===== config.mk =====
export PLATFORM = sky130hd
export DESIGN_NAME = color_stepper
export DESIGN_NICKNAME = d
export VERILOG_FILES = /design/src/rtl/color_pkg.sv /design/src/rtl/color_stepper_pulse_timer.sv /design/src/rtl/color_stepper.sv
export SDC_FILE = /design/constraint.sdc
export NUM_CORES = 1
export LEC_CHECK = 0
export CAP_MARGIN = 20
export CORE_UTILIZATION = 55
export CTS_CLUSTER_DIAMETER = 100
export DETAILED_ROUTE_END_ITERATION = 10
export HOLD_SLACK_MARGIN = 0.08
export MAX_ROUTING_LAYER = met4
export PLACE_DENSITY = 0.76
export SYNTH_ARGS = -nofsm -noshare
export SYNTH_HDL_FRONTEND = slang
export SYNTH_SLANG_ARGS = --single-unit

===== constraint.sdc =====
create_clock -name clk -period 2.85 [get_ports clk]
set_input_delay 0.285 -clock clk [delete_from_list [all_inputs] [get_ports clk]]
set_output_delay 0.285 -clock clk [all_outputs]
set_load 0.01 [all_outputs]

===== src/rtl/color_pkg.sv =====
// Shared color definitions: mixer state codes, RGB drive patterns and the
// stepper FSM encoding.
package color_pkg;

  typedef logic [2:0] color_state_t;

  localparam color_state_t IDLE_S    = 3'b000;
  localparam color_state_t RED_S     = 3'b001;
  localparam color_state_t GREEN_S   = 3'b010;
  localparam color_state_t BLUE_S    = 3'b011;
  localparam color_state_t YELLOW_S  = 3'b100;
  localparam color_state_t CYAN_S    = 3'b101;
  localparam color_state_t MAGENTA_S = 3'b110;
  localparam color_state_t WHITE_S   = 3'b111;

  // RGB bit order is {red, green, blue}.
  localparam logic [2:0] RGB_OFF     = 3'b000;
  localparam logic [2:0] RGB_RED     = 3'b100;
  localparam logic [2:0] RGB_GREEN   = 3'b010;
  localparam logic [2:0] RGB_BLUE    = 3'b001;
  localparam logic [2:0] RGB_YELLOW  = 3'b110;
  localparam logic [2:0] RGB_CYAN    = 3'b011;
  localparam logic [2:0] RGB_MAGENTA = 3'b101;
  localparam logic [2:0] RGB_WHITE   = 3'b111;

  typedef enum logic [2:0] {
    ST_IDLE,
    ST_CHECK,
    ST_PRESS,
    ST_RELEASE,
    ST_DONE,
    ST_ERR
  } stepper_state_t;

endpackage


===== src/rtl/color_stepper_pulse_timer.sv =====
// Loadable down-counter shared by the press and release phases; zero_o flags
// the last cycle of the loaded interval.
module pulse_timer
  import color_pkg::*;
#(
  parameter int CNT_W = 16
) (
  input  logic             clk,
  input  logic             rst,
  input  logic             load_i,
  input  logic [CNT_W-1:0] load_val_i,
  input  logic             en_i,
  output logic             zero_o
);

  logic [CNT_W-1:0] cnt_q, cnt_d;

  always_comb begin
    cnt_d = cnt_q;
    if (load_i) begin
      cnt_d = load_val_i;
    end else if (en_i && (cnt_q != '0)) begin
      cnt_d = cnt_q - 1'b1;
    end
  end

  always_ff @(posedge clk or posedge rst) begin
    if (rst) begin
      cnt_q <= '0;
    end else begin
      cnt_q <= cnt_d;
    end
  end

  assign zero_o = (cnt_q == '0);

endmodule


===== src/rtl/color_stepper.sv =====
// Closed-loop button presser: pulses step_o until the mixer reports the
// requested state, giving up after NUM_STATES presses without a match.
module color_stepper
  import color_pkg::*;
#(
  parameter int NUM_STATES     = 8,
  parameter int PRESS_CYCLES   = 16,
  parameter int RELEASE_CYCLES = 16,
  parameter int CNT_W          = 16
) (
  input  logic         clk,
  input  logic         rst,
  input  logic         go_i,
  input  color_state_t target_i,
  input  color_state_t state_i,
  output logic         step_o,
  output logic         busy_o,
  output logic         done_o,
  output logic         err_o,
  output logic [3:0]   steps_o
);

  localparam logic [3:0]       NUM_W        = 4'(NUM_STATES);
  localparam logic [CNT_W-1:0] PRESS_LOAD   = CNT_W'(PRESS_CYCLES - 1);
  localparam logic [CNT_W-1:0] RELEASE_LOAD = CNT_W'(RELEASE_CYCLES - 1);

  stepper_state_t   state_q, state_d;
  color_state_t     target_q, target_d;
  logic [3:0]       steps_q, steps_d;
  logic             err_q, err_d;
  logic             step_q;
  logic             timer_load, timer_en, timer_zero;
  logic [CNT_W-1:0] timer_val;

  pulse_timer #(.CNT_W(CNT_W)) u_timer (
    .clk       (clk),
    .rst       (rst),
    .load_i    (timer_load),
    .load_val_i(timer_val),
    .en_i      (timer_en),
    .zero_o    (timer_zero)
  );

  always_comb begin
    state_d    = state_q;
    target_d   = target_q;
    steps_d    = steps_q;
    err_d      = err_q;
    timer_load = 1'b0;
    timer_val  = PRESS_LOAD;
    timer_en   = 1'b0;
    case (state_q)
      ST_IDLE: begin
        if (go_i) begin
          target_d = target_i;
          steps_d  = '0;
          err_d    = 1'b0;
          if ({1'b0, target_i} >= NUM_W) begin
            state_d = ST_ERR;
            err_d   = 1'b1;
          end else begin
            state_d = ST_CHECK;
          end
        end
      end
      ST_CHECK: begin
        // Stepping only ever moves forward; wrap-around is the mixer's job.
        if (state_i == target_q) begin
          state_d = ST_DONE;
        end else if (steps_q == NUM_W) begin
          state_d = ST_ERR;
          err_d   = 1'b1;
        end else begin
          state_d    = ST_PRESS;
          steps_d    = steps_q + 4'd1;
          timer_load = 1'b1;
          timer_val  = PRESS_LOAD;
        end
      end
      ST_PRESS: begin
        timer_en = 1'b1;
        if (timer_zero) begin
          state_d    = ST_RELEASE;
          timer_load = 1'b1;
          timer_val  = RELEASE_LOAD;
        end
      end
      ST_RELEASE: begin
        timer_en = 1'b1;
        if (timer_zero) begin
          state_d = ST_CHECK;
        end
      end
      ST_DONE: state_d = ST_IDLE;
      ST_ERR:  state_d = ST_IDLE;
      default: state_d = ST_IDLE;
    endcase
  end

  always_ff @(posedge clk or posedge rst) begin
    if (rst) begin
      state_q  <= ST_IDLE;
      target_q <= '0;
      steps_q  <= '0;
      err_q    <= 1'b0;
      step_q   <= 1'b0;
    end else begin
      state_q  <= state_d;
      target_q <= target_d;
      steps_q  <= steps_d;
      err_q    <= err_d;
      step_q   <= (state_d == ST_PRESS);
    end
  end

  assign step_o  = step_q;
  assign busy_o  = (state_q == ST_CHECK) || (state_q == ST_PRESS) ||
                   (state_q == ST_RELEASE);
  assign done_o  = (state_q == ST_DONE);
  assign err_o   = err_q;
  assign steps_o = steps_q;

endmodule


After elaboration in Yosys (flattened, before gate mapping). Cells that the tools add are included.

Register bits: 28. Input bits: 9. Output and inout bits: 8. Word-level logic and storage cells: 52.

Add/subtract/negate cells: 2. Eq/ne operators: 11. Muxes and demuxes: 21. Reductions and logical operators: 12.

Operator list (count): $mux 16 (2); $logic_not 16->1 (1); $reduce_bool 16->1 (1); $sub 16x1->16 const B (1); $mux 3 (5); $mux 4 (3); $pmux 3 s4 (1); $eq 3x2->1 const B (3); $ne 2x2->1 const B (4); $pmux 4 s2 (1); $reduce_and 4->1 (2); $mux 1 (7); $add 4x1->4 const B (1); $eq 4x4->1 const B (1); $pmux 1 s2 (2); $reduce_bool 2->1 (2); $eq 3x1->1 const B (1); $eq 3x3->1 (1); $eq 3x3->1 const B (1); $logic_not 3->1 (1); $logic_or 1x1->1 (2); $reduce_and 2->1 (1); $reduce_or 2->1 (1); $logic_and 1x1->1 (1).

Longest topological paths before layout. Gate-level depths: netlist (run 1).

Depth after elaboration: 6. Mapped depth: 9. Depth with buffers taken out: 7.

By module. A second synthesis (run 1) with hierarchy kept.

Cell total of the unflattened synthesis: 193. Area, all modules: 1691.6 um2.

By module, submodules not included: pulse_timer (times used 1, cells an instance 122, area an instance 1034.7 um2, sequential area each 400.4 um2); color_stepper (times used 1, cells an instance 71, area an instance 656.9 um2, sequential area each 300.3 um2).

Worst setup path after synthesis (run 1). OpenSTA, ideal clock, no wires.

Kind: reg2reg. Start point: register u_timer.cnt_q[0]. End point: register u_timer.cnt_q[5]. Library setup time: 127 ps. Arrival time: 2167 ps. Data required time: 2723 ps. Setup slack: 557 ps. Stages on the path, launching flop included: 10. Path buffers: 2. Period minus slack after synthesis: 2293 ps. Cells stage by stage: dfrtp_1 > inv_1 > ha_1 > or3b_1 > or4_1 > buf_2 > or3_4 > nand2_4 > buf_8 > a21oi_1.

Longest elaborated chain between the ends: 4. Elaborated cells on any way between the ends: 9. Classes of those cells: 1 x add/sub; 4 x mux; 4 x reduce/logical.

RTL lines: from (decl) (line color_stepper_pulse_timer.sv:16) `logic [CNT_W-1:0] cnt_q, cnt_d;`; from (signal assigned) (line color_stepper_pulse_timer.sv:31) `cnt_q <= cnt_d;`; parallel branches: the longest is 4 deep, another holds $sub 16x1->16.

Several ways; the timed one is not identified. The select of a mux whose other input is x is not followed. A chain may end at the register's enable or synchronous reset.

Worst setup path after layout (run 1).
Start point: register u_timer.cnt_q[0]. End point: register u_timer.cnt_q[1].

The elaborated chain is that of the path after synthesis.

==> flow_metrics.env, run 1 <==
export IMPL_start_util_pct=58.9
export IMPL_fin_crit_ns=2.49
export IMPL_post_cts_repair_setup_buffers=0
export IMPL_die_width_um=53.7
export IMPL_diodes=0
export IMPL_drc=0
export IMPL_cp_top_family="simple AND/OR/NAND/NOR gates"
export IMPL_ys_seq_area_share_pct=47.6
export IMPL_clockRootBuffer="clkbuf_4"
export IMPL_whs_ns=0.297
export IMPL_clock_fmax_mhz=402
export IMPL_crit_buf_inv=1
export IMPL_cp_slowest_cell="or4_1"
export IMPL_fillers=195
export IMPL_yosysTopAreaCell="dfrtp_1"
export IMPL_synthToLayoutAreaGrowth_pct=14.4
export IMPL_crit_type="reg -> reg"
export IMPL_power_leakage_nw=0.728
export IMPL_final_cell_mix="dfrtp_1, clkdlybuf4s50_1, nor2_1"
export IMPL_p_sw_mw=0.609
export IMPL_grt_pass1_vias=1047
export IMPL_clock_power_share_pct=12.6
export IMPL_finalInstanceArea_mm2=0.00169
export IMPL_grt_overflow_total=0
export IMPL_path_max_fanout=9
export IMPL_antenna_found_initial=0
export IMPL_routed_wl_met2_mm=1.38
export IMPL_insertion_delay_ns=0.33
export IMPL_synth_seq_cells=28
export IMPL_viasPerCell=5.74
export IMPL_fin_crit_sh_pct=87.3
export IMPL_fp_dieH_um=53.7
export IMPL_ant_nets=0
export IMPL_synthCells=151
export IMPL_num_vias=1137
export IMPL_outcome="complete, no violations"
export IMPL_placed_cell_area_mm2=0.00165
export IMPL_min_path_type="in -> async"
export IMPL_p_int_mw=0.914
export IMPL_wl_met1_mm=1.28
export IMPL_core_area_mm2=0.00250
export IMPL_swShare_pct=40.0
export IMPL_worstMarginPinSlew_ns=0.661
export IMPL_dr_pass1_iters=4
export IMPL_combPwrFrac_pct=43.9
export IMPL_ctsResizeCount=0
export IMPL_ios=17
export IMPL_timing_slew_headroom_pct=55.9
export IMPL_drv_cap=0
export IMPL_num_rows=18
export IMPL_syn_area_mm2=0.00147
export IMPL_p_total_mw=1.52
export IMPL_h_tree_depth=1
export IMPL_path_cells="inv_1, ha_1, or3b_1, or4_1, or3_4, and2_4, o211ai_1"
export IMPL_setup_violations=0
export IMPL_slew_violations=0
export IMPL_finalHoldViolCount=0
export IMPL_fin_nets=181
export IMPL_syn_nets=163
export IMPL_seqPwrFrac_pct=43.5
export IMPL_synth_area_leaders="dfrtp_1, xnor2_1, or3_1, nor2_1, a21oi_1"
export IMPL_yosys_cell_types_count=43
export IMPL_cts_buffer_depth=2
export IMPL_grt_usage_pct=22.2
export IMPL_startpoint_type="flip-flop"
export IMPL_clock_sink_count=28
export IMPL_syn_area_per_cell_um2=9.75
export IMPL_grt_pass1_wl_mm=4.50
export IMPL_routed_top_layer="met4"
export IMPL_cts_tree="built"
export IMPL_required_ns=3.11
export IMPL_globalplace_congestion=0.758
export IMPL_wl_met3_um=37
export IMPL_clk_pin_slew_worst_paths_ns=0.15
export IMPL_yosys_warnings=0
export IMPL_p_per_area_mw_per_mm2=903
export IMPL_post_route_cells_drive_above_1_share_pct=8.93
export IMPL_peakVddDrop_mv=0.532
export IMPL_arrival_ns=2.75
export IMPL_wire_per_inst_um=13.7
export IMPL_io_buffers=16
export IMPL_cts_made_buffers=3
export IMPL_drt_total_wl_mm=2.72
export IMPL_grt_max_degree=29
export IMPL_cp_end_kind="flip-flop"
export IMPL_tns_ns=0
export IMPL_cts_hold_fix_buffers=0
export IMPL_hpwl_mm=2.06
export IMPL_fin_skew_ns=0.0104
export IMPL_slowest_delay_ns=0.65
export IMPL_rsz0062_at_grt="no"
export IMPL_layout_commonest_cell="dfrtp_1"
export IMPL_die_area_mm2=0.00289
export IMPL_synth_top_area_share_pct=47.6
export IMPL_initialDrtViolationCount=12
[worst reg2reg max path: cells and delay by family, from the launching register on]
kind                     cells  cell delay, ns
adder cells (fa/ha/maj)      1            0.16
AND/OR/NAND/NOR              4            1.66
AO/OA/AOI/OAI                1            0.07
flip-flops                   1            0.43
buffers and inverters        1            0.10
[metrics by stage]
stage               utilization, %  setup WS, ns  instances
finish                        67.4         0.363        198
global route                  67.4         0.242        198
CTS                           67.4         0.363        198
detailed placement            66.0         0.398        194
global placement              66.0         0.477        194
floorplan                        -         0.557        151
[power by group through the flow]
| stage | registers (mW) | logic (mW) | clock network (mW) |
|---|---|---|---|
| after global routing | 0.685 | 0.752 | 0.208 |
| after global placement | 0.664 | 0.642 | 0 |
| after detailed placement | 0.671 | 0.669 | 0 |
| after floorplan | 0.648 | 0.506 | 0 |
| after CTS | 0.662 | 0.673 | 0.200 |
| final | 0.663 | 0.668 | 0.192 |
[cells by family after synthesis]
kind of cell	count (synthesis)	share of synthesized area [%]
and+or+nand+nor	66	25.2
AOI/OAI and AO/OA	28	11.7
DFF	28	47.6
buffers and inverters	12	3.99
xor gates and xnor gates	10	5.95
muxes	4	2.97
adders and majority gates	3	2.55
[synthesized netlist by cell type (all sizes together)]
| cell | count |
|---|---|
| a31oi | 1 |
| nor2 | 13 |
| inv | 8 |
| nand3 | 7 |
| nand2b | 2 |
| nand3b | 2 |
| or3b | 1 |
| o21bai | 1 |
| mux2i | 1 |
| nor4 | 4 |
| or3 | 10 |
| nor3 | 8 |
| o31ai | 1 |
| mux2 | 3 |
| nand4 | 1 |
| or2 | 1 |
| a211oi | 1 |
| o2bb2ai | 1 |
| or4 | 4 |
| nor2b | 1 |
| and2 | 2 |
| dfrtp | 28 |
| o31a | 1 |
| a21o | 1 |
| ha | 3 |
| o21ai | 8 |
| nand2 | 9 |
| o21a | 1 |
| o211ai | 2 |
| and3 | 1 |
| clkbuf | 1 |
| a21boi | 1 |
| a2111oi | 1 |
| xnor2 | 10 |
| buf | 3 |
| a21oi | 8 |
[final timing paths]
check                      slack [ns]  cells past startpoint                          from                      endpoint
hold reg to reg                  0.54                      1       target_q[0]$_DFFE_PP0P_       target_q[0]$_DFFE_PP0P_
max in group asynchronous        2.28                      3                           rst          state_q[1]$_DFF_PP0_
setup reg to reg                 0.36                      7  u_timer.cnt_q[0]$_DFFE_PP0P_  u_timer.cnt_q[1]$_DFFE_PP0P_
hold / removal                   0.30                      3                           rst  u_timer.cnt_q[1]$_DFFE_PP0P_
setup / recovery                 0.36                      7  u_timer.cnt_q[0]$_DFFE_PP0P_  u_timer.cnt_q[1]$_DFFE_PP0P_
min in group clk                 0.54                      1       target_q[0]$_DFFE_PP0P_       target_q[0]$_DFFE_PP0P_
[registers in the layout, indices dropped and copies added (netlist names)]
name           count
state_q            3
err_o              1
target_q           3
steps_o            4
step_o             1
u_timer.cnt_q     16
[layout make-up]
cell class / instances / area (um2) / area share (%)
clock buffer: 4 / 36.3 / 2.15
inverter: 8 / 30.0 / 1.78
timing repair buffer: 17 / 168 / 9.95
tap: 30 / 37.5 / 2.23
sequential: 28 / 701 / 41.6
multi-input combinational: 111 / 713 / 42.3
[metal layers]
layer / up-vias / track usage [%]
li1: 569 / -
met1: 557 / 27.5
met2: 7 / 38.3
met3: 4 / 2.54
met4: 0 / 5.26
met5: - / -
Note: power is estimated with default switching activity, not from simulation.
==> inputs of run 2 (changes only) <==
CORE_UTILIZATION = 59   (was 55)
PLACE_DENSITY = 0.83   (was 0.76)
clock period = 2.9 ns   (was 2.85 ns; I/O delays follow)
==> run 2 against run 1 <==
Die area is 6.5% lower. Design area decreased by 0.52%. Combinational power down 0.9%. Sequential power down 2%. Clock-buffer cell count down 1. Clock skew down 0.0031 ns. Register-to-register slack gained 0.06 ns. First-iteration DRC count decreased by 17%. Hold slack better by 0.0092 ns. Wire length rose by 0.59%. Core utilization grew 6.2 points. Non-clock buffer count grew 1.
==> flow_metrics.env, run 2 (synthesized netlist as in run 1, its figures left out) <==
export IMPL_startpoint_type="flip-flop"
export IMPL_initialDrtViolationCount=10
export IMPL_drv_cap=0
export IMPL_grt_overflow_total=0
export IMPL_dr_pass1_iters=4
export IMPL_viasPerCell=5.83
export IMPL_path_cells="inv_1, ha_1, or3b_1, or4_1, or3_4, and2_4, o211ai_1"
export IMPL_insertion_delay_ns=0.33
export IMPL_cp_slowest_cell="or4_1"
export IMPL_ios=17
export IMPL_synthToLayoutAreaGrowth_pct=13.8
export IMPL_p_per_area_mw_per_mm2=877
export IMPL_largest_reg_flops=16
export IMPL_start_util_pct=64.7
export IMPL_drc=0
export IMPL_slowest_delay_ns=0.65
export IMPL_startpoint="u_timer.cnt_q[0]$_DFFE_PP0P_"
export IMPL_final_cell_mix="dfrtp_1, clkdlybuf4s50_1, nor2_1"
export IMPL_grt_pass1_wl_mm=4.80
export IMPL_cts_buffer_depth=2
export IMPL_place_ws_ns=0.465
export IMPL_ctsResizeCount=0
export IMPL_die_width_um=52.0
export IMPL_clockRootBuffer="clkbuf_4"
export IMPL_grt_max_degree=29
export IMPL_ant_nets=0
export IMPL_reg2reg_depth=7
export IMPL_slew_violations=0
export IMPL_path_max_fanout=9
export IMPL_fin_ws_ns=0.421
export IMPL_critical_path_cell_count=7
export IMPL_arrival_ns=2.74
export IMPL_power_leakage_nw=0.725
export IMPL_cts_hold_fix_buffers=0
export IMPL_layout_commonest_cell="dfrtp_1"
export IMPL_grt_pass1_vias=1108
export IMPL_antenna_found_initial=0
export IMPL_fin_nets=182
export IMPL_wire_per_inst_um=14.0
export IMPL_fin_crit_ns=2.48
export IMPL_crit_buf_inv=1
export IMPL_peakVddDrop_mv=0.616
export IMPL_crit_type="reg -> reg"
export IMPL_whs_ns=0.306
export IMPL_post_route_cells_drive_above_1_share_pct=8.93
export IMPL_num_rows=17
export IMPL_setup_violations=0
export IMPL_r2r_start="u_timer.cnt_q[0]$_DFFE_PP0P_"
export IMPL_clock_fmax_mhz=403
export IMPL_drt_total_wl_mm=2.74
export IMPL_cts_tree="built"
export IMPL_cp_top_family="simple AND/OR/NAND/NOR gates"
export IMPL_worstMarginPinSlew_ns=0.705
export IMPL_post_cts_repair_setup_buffers=0
export IMPL_r2r_slack_ns=0.42
export IMPL_cp_end_kind="flip-flop"
export IMPL_min_path_type="in -> async"
export IMPL_die_area_mm2=0.00270
export IMPL_fin_skew_ns=0.00729
export IMPL_io_buffers=16
export IMPL_grt_usage_pct=25.2
export IMPL_clock_sink_count=28
export IMPL_clk_pin_slew_worst_paths_ns=0.14
export IMPL_crit_end="u_timer.cnt_q[1]$_DFFE_PP0P_"
export IMPL_timing_slew_headroom_pct=52.9
export IMPL_fp_dieH_um=52.0
export IMPL_core_area_mm2=0.00228
export IMPL_rsz0062_at_grt="no"
export IMPL_tns_ns=0
export IMPL_finalHoldViolCount=0
export IMPL_outcome="complete, no violations"
export IMPL_reg2reg_to="u_timer.cnt_q[1]$_DFFE_PP0P_"
export IMPL_diodes=0
export IMPL_required_ns=3.16
export IMPL_p_total_mw=1.47
export IMPL_largest_register="u_timer.cnt_q"
export IMPL_hpwl_mm=2.07
export IMPL_h_tree_depth=1
export IMPL_fin_crit_sh_pct=85.5
export IMPL_num_vias=1142
export IMPL_globalplace_congestion=0.793
export IMPL_cts_made_buffers=3
-- run 2: metal layers --
| metal | vias to the layer above | track usage [%] | share of wire [%] |
|---|---|---|---|
| met5 | - | - | 0 |
| met4 | 0 | 9.46 | 1.4 |
| met3 | 4 | 3.51 | 2.7 |
| met2 | 18 | 41.0 | 48 |
| met1 | 542 | 31.9 | 47 |
| li1 | 578 | - | - |
-- run 2: how the worst min path moves through the flow --
stage	startpoint	end	slack [ns]
6_report	rst	u_timer.cnt_q[10]$_DFFE_PP0P_	0.31
5_1_grt	rst	u_timer.cnt_q[7]$_DFFE_PP0P_	0.34
4_1_cts	rst	u_timer.cnt_q[7]$_DFFE_PP0P_	0.31
3_5_place_dp	target_q[2]$_DFFE_PP0P_	target_q[2]$_DFFE_PP0P_	0.52
3_3_place_gp	target_q[0]$_DFFE_PP0P_	target_q[0]$_DFFE_PP0P_	0.51
2_1_floorplan	rst	err_o$_DFFE_PP0P_	0.36
-- run 2: power by group --
group / switching (mW) / total [mW] / internal, mW
registers: 0.126 / 0.650 / 0.524
logic: 0.361 / 0.662 / 0.301
clock network: 0.109 / 0.158 / 0.0488
total: 0.597 / 1.47 / 0.874
-- run 2: area by class of cell --
cell class / instances / area, um2
timing repair buffer: 18 / 175
sequential: 28 / 701
multi-input combinational: 111 / 713
fill: 180 / 599
inverter: 8 / 30.0
clock buffer: 3 / 22.5
tap: 28 / 35.0
-- run 2: worst register-to-register path: cells and delay by family (launching register included) --
family                   cells  cell delay [ns]
adder cells (fa/ha/maj)      1             0.16
flip-flops                   1             0.42
AND/OR/NAND/NOR              4             1.65
buffers and inverters        1             0.10
AO/OA/AOI/OAI                1             0.08
-- run 2: through the flow --
stage,utilization (%),std cells,instance area (um2)
4_1_cts,73.7,196,1680
3_3_place_gp,72.7,193,1650
2_1_floorplan,-,151,1470
6_report,73.7,196,1680
5_1_grt,73.7,196,1680
3_5_place_dp,72.7,193,1650
==> variant, RTL diff (flow settings as in run 1) <==
`CNT_W` is set to 16 in 2 places; all go to 32.
--- a/src/rtl/color_stepper_pulse_timer.sv
+++ b/src/rtl/color_stepper_pulse_timer.sv
@@ -3,7 +3,7 @@
 module pulse_timer
   import color_pkg::*;
 #(
-  parameter int CNT_W = 16
+  parameter int CNT_W = 32
 ) (
   input  logic             clk,
   input  logic             rst,
--- a/src/rtl/color_stepper.sv
+++ b/src/rtl/color_stepper.sv
@@ -6,7 +6,7 @@
   parameter int NUM_STATES     = 8,
   parameter int PRESS_CYCLES   = 16,
   parameter int RELEASE_CYCLES = 16,
-  parameter int CNT_W          = 16
+  parameter int CNT_W          = 32
 ) (
   input  logic         clk,
   input  logic         rst,
Function: no difference found for any inputs over 10 cycles, from zero or initial values and one cycle with rst high; that may be too few to reach the edited logic, so the function may still have changed.
==> variant against run 1 <==
  * Wire length up 96%
  * Worst setup slack worse by 0.21 ns
  * Total power down 22%
  * Synthesized area up 69%
  * Critical endpoint is now u_timer.cnt_q[23]
  * First-iteration DRC count rose to 11 times the old value
  * Core utilization down 1.2 points
  * Synthesized cell count up 75%
  * Final area up 71%
  * Die area up 67%
  * Cell count up 73%
  * Via count up 86%
  * Sequential cell count up 16
  * Highest routed layer unchanged
  * Global-route usage up 2.1 points
==> variant: results (changes against run 1) <==
syn nets = 277 (+70%)
clock insertion delay at the later pin of the skew report = 0.30 ns (-0.03 ns)
layout cells sized above 1 = 0.117 (+0.0280)
number of buffers created by CTS = 5 (+2)
Clock H-tree levels = 2 (+1)
Hold WS = 0.424 ns (+0.126 ns)
via density per instance = 6.18 (+7.5%)
flop2flop setup slack = 0.16 ns (-0.21 ns)
delay of the slowest cell on the worst path = 0.54 ns (-0.11 ns)
slowest stage cell, crit path = or4b_1
Post-Route Skew = 0.00904 ns (-0.00132 ns)
worst-case reg-to-reg path depth = 8 (+1)
first-pass GRT wire length = 9130 um (+100%)
WL met3 = 183 um (+390%)
largest cells by area after synthesis = dfrtp_1 44%, nor2_1 3.8%, nor3_1 3.4%, nor4_1 3.3%, nand2_1 3.2%
Worst EP arrival = 2.89 ns (+0.14 ns)
post-synthesis cell type count = 48 (+12%)
DP Cell Count = 334 (+72%)
max reg flops = 32 (+16)
commonest cells in the netlist = 44 x dfrtp_1, 25 x nor2_1, 21 x nand2_1, 17 x nor3_1, 13 x nor4_1
Root Driver = clkbuf_8
worst IR drop on VDD = 0.389 mV (-27%)
Seq/Total Area, Yosys = 0.441 (-0.0345)
wl on met1 = 2460 um (+93%)
M3 GR Usage = 0.0451 (+0.0196)
DP Worst Slack = 0.131 ns (-0.267 ns)
FMAX = 371 MHz (-7.6%)
nets@finish = 301 (+66%)
clock slew at reported path FFs = 0.09 ns (-0.06 ns)
HPWL after DPL = 3840 um (+87%)
vias in the first global route = 1,971 (+88%)
RD Place Congestion = 0.896 (+18%)
WL/cell = 15.6 um (+13%)
crit path to = u_timer.cnt_q[23]
largest net degree at the start of global routing = 45 (+55%)
total leakage power = 1.05 nW (+44%)
transition time at the pin with the least slew margin = 0.591 ns (-0.0698 ns)
worst-path maximum fanout = 12 (+3)
Reg with most FFs = u_timer.cnt_q
met2 wire len = 2620 um (+90%)
outcome = completed
GRT Total Usage = 0.242 (+0.0210)
## variant: final cells by class
type	instances	area, sq um
well taps	52	65.1
clock inverters	2	38.8
fillers	350	1470
multi-input cells	201	1310
flip-flops and latches	44	1100
clock buffers	6	82.6
inverters	8	30.0
repair buffers	29	258
## variant: power breakdown
part | internal, mW | total (mW) | leakage [nW] | switching (mW)
Clock | 0.287 | 0.502 | 0.0614 | 0.216
Combinational | 0.0220 | 0.0459 | 0.488 | 0.0239
Sequential | 0.629 | 0.634 | 0.499 | 0.00571
Total | 0.937 | 1.18 | 1.05 | 0.245
## variant: timing repair
item                       4_1_cts  5_1_grt
gates resized for setup          0        2
setup endpoints to repair        0       17
setup buffers                    0        0
## variant: logic make-up after synthesis
group	Yosys count	synth area share
adders and majority gates	3	0.0150
and+or+nand+nor	130	0.287
xor gates and xnor gates	13	0.0456
AOI/OAI and AO/OA	45	0.132
DFF	44	0.441
muxes	10	0.0416
buffers and inverters	20	0.0376
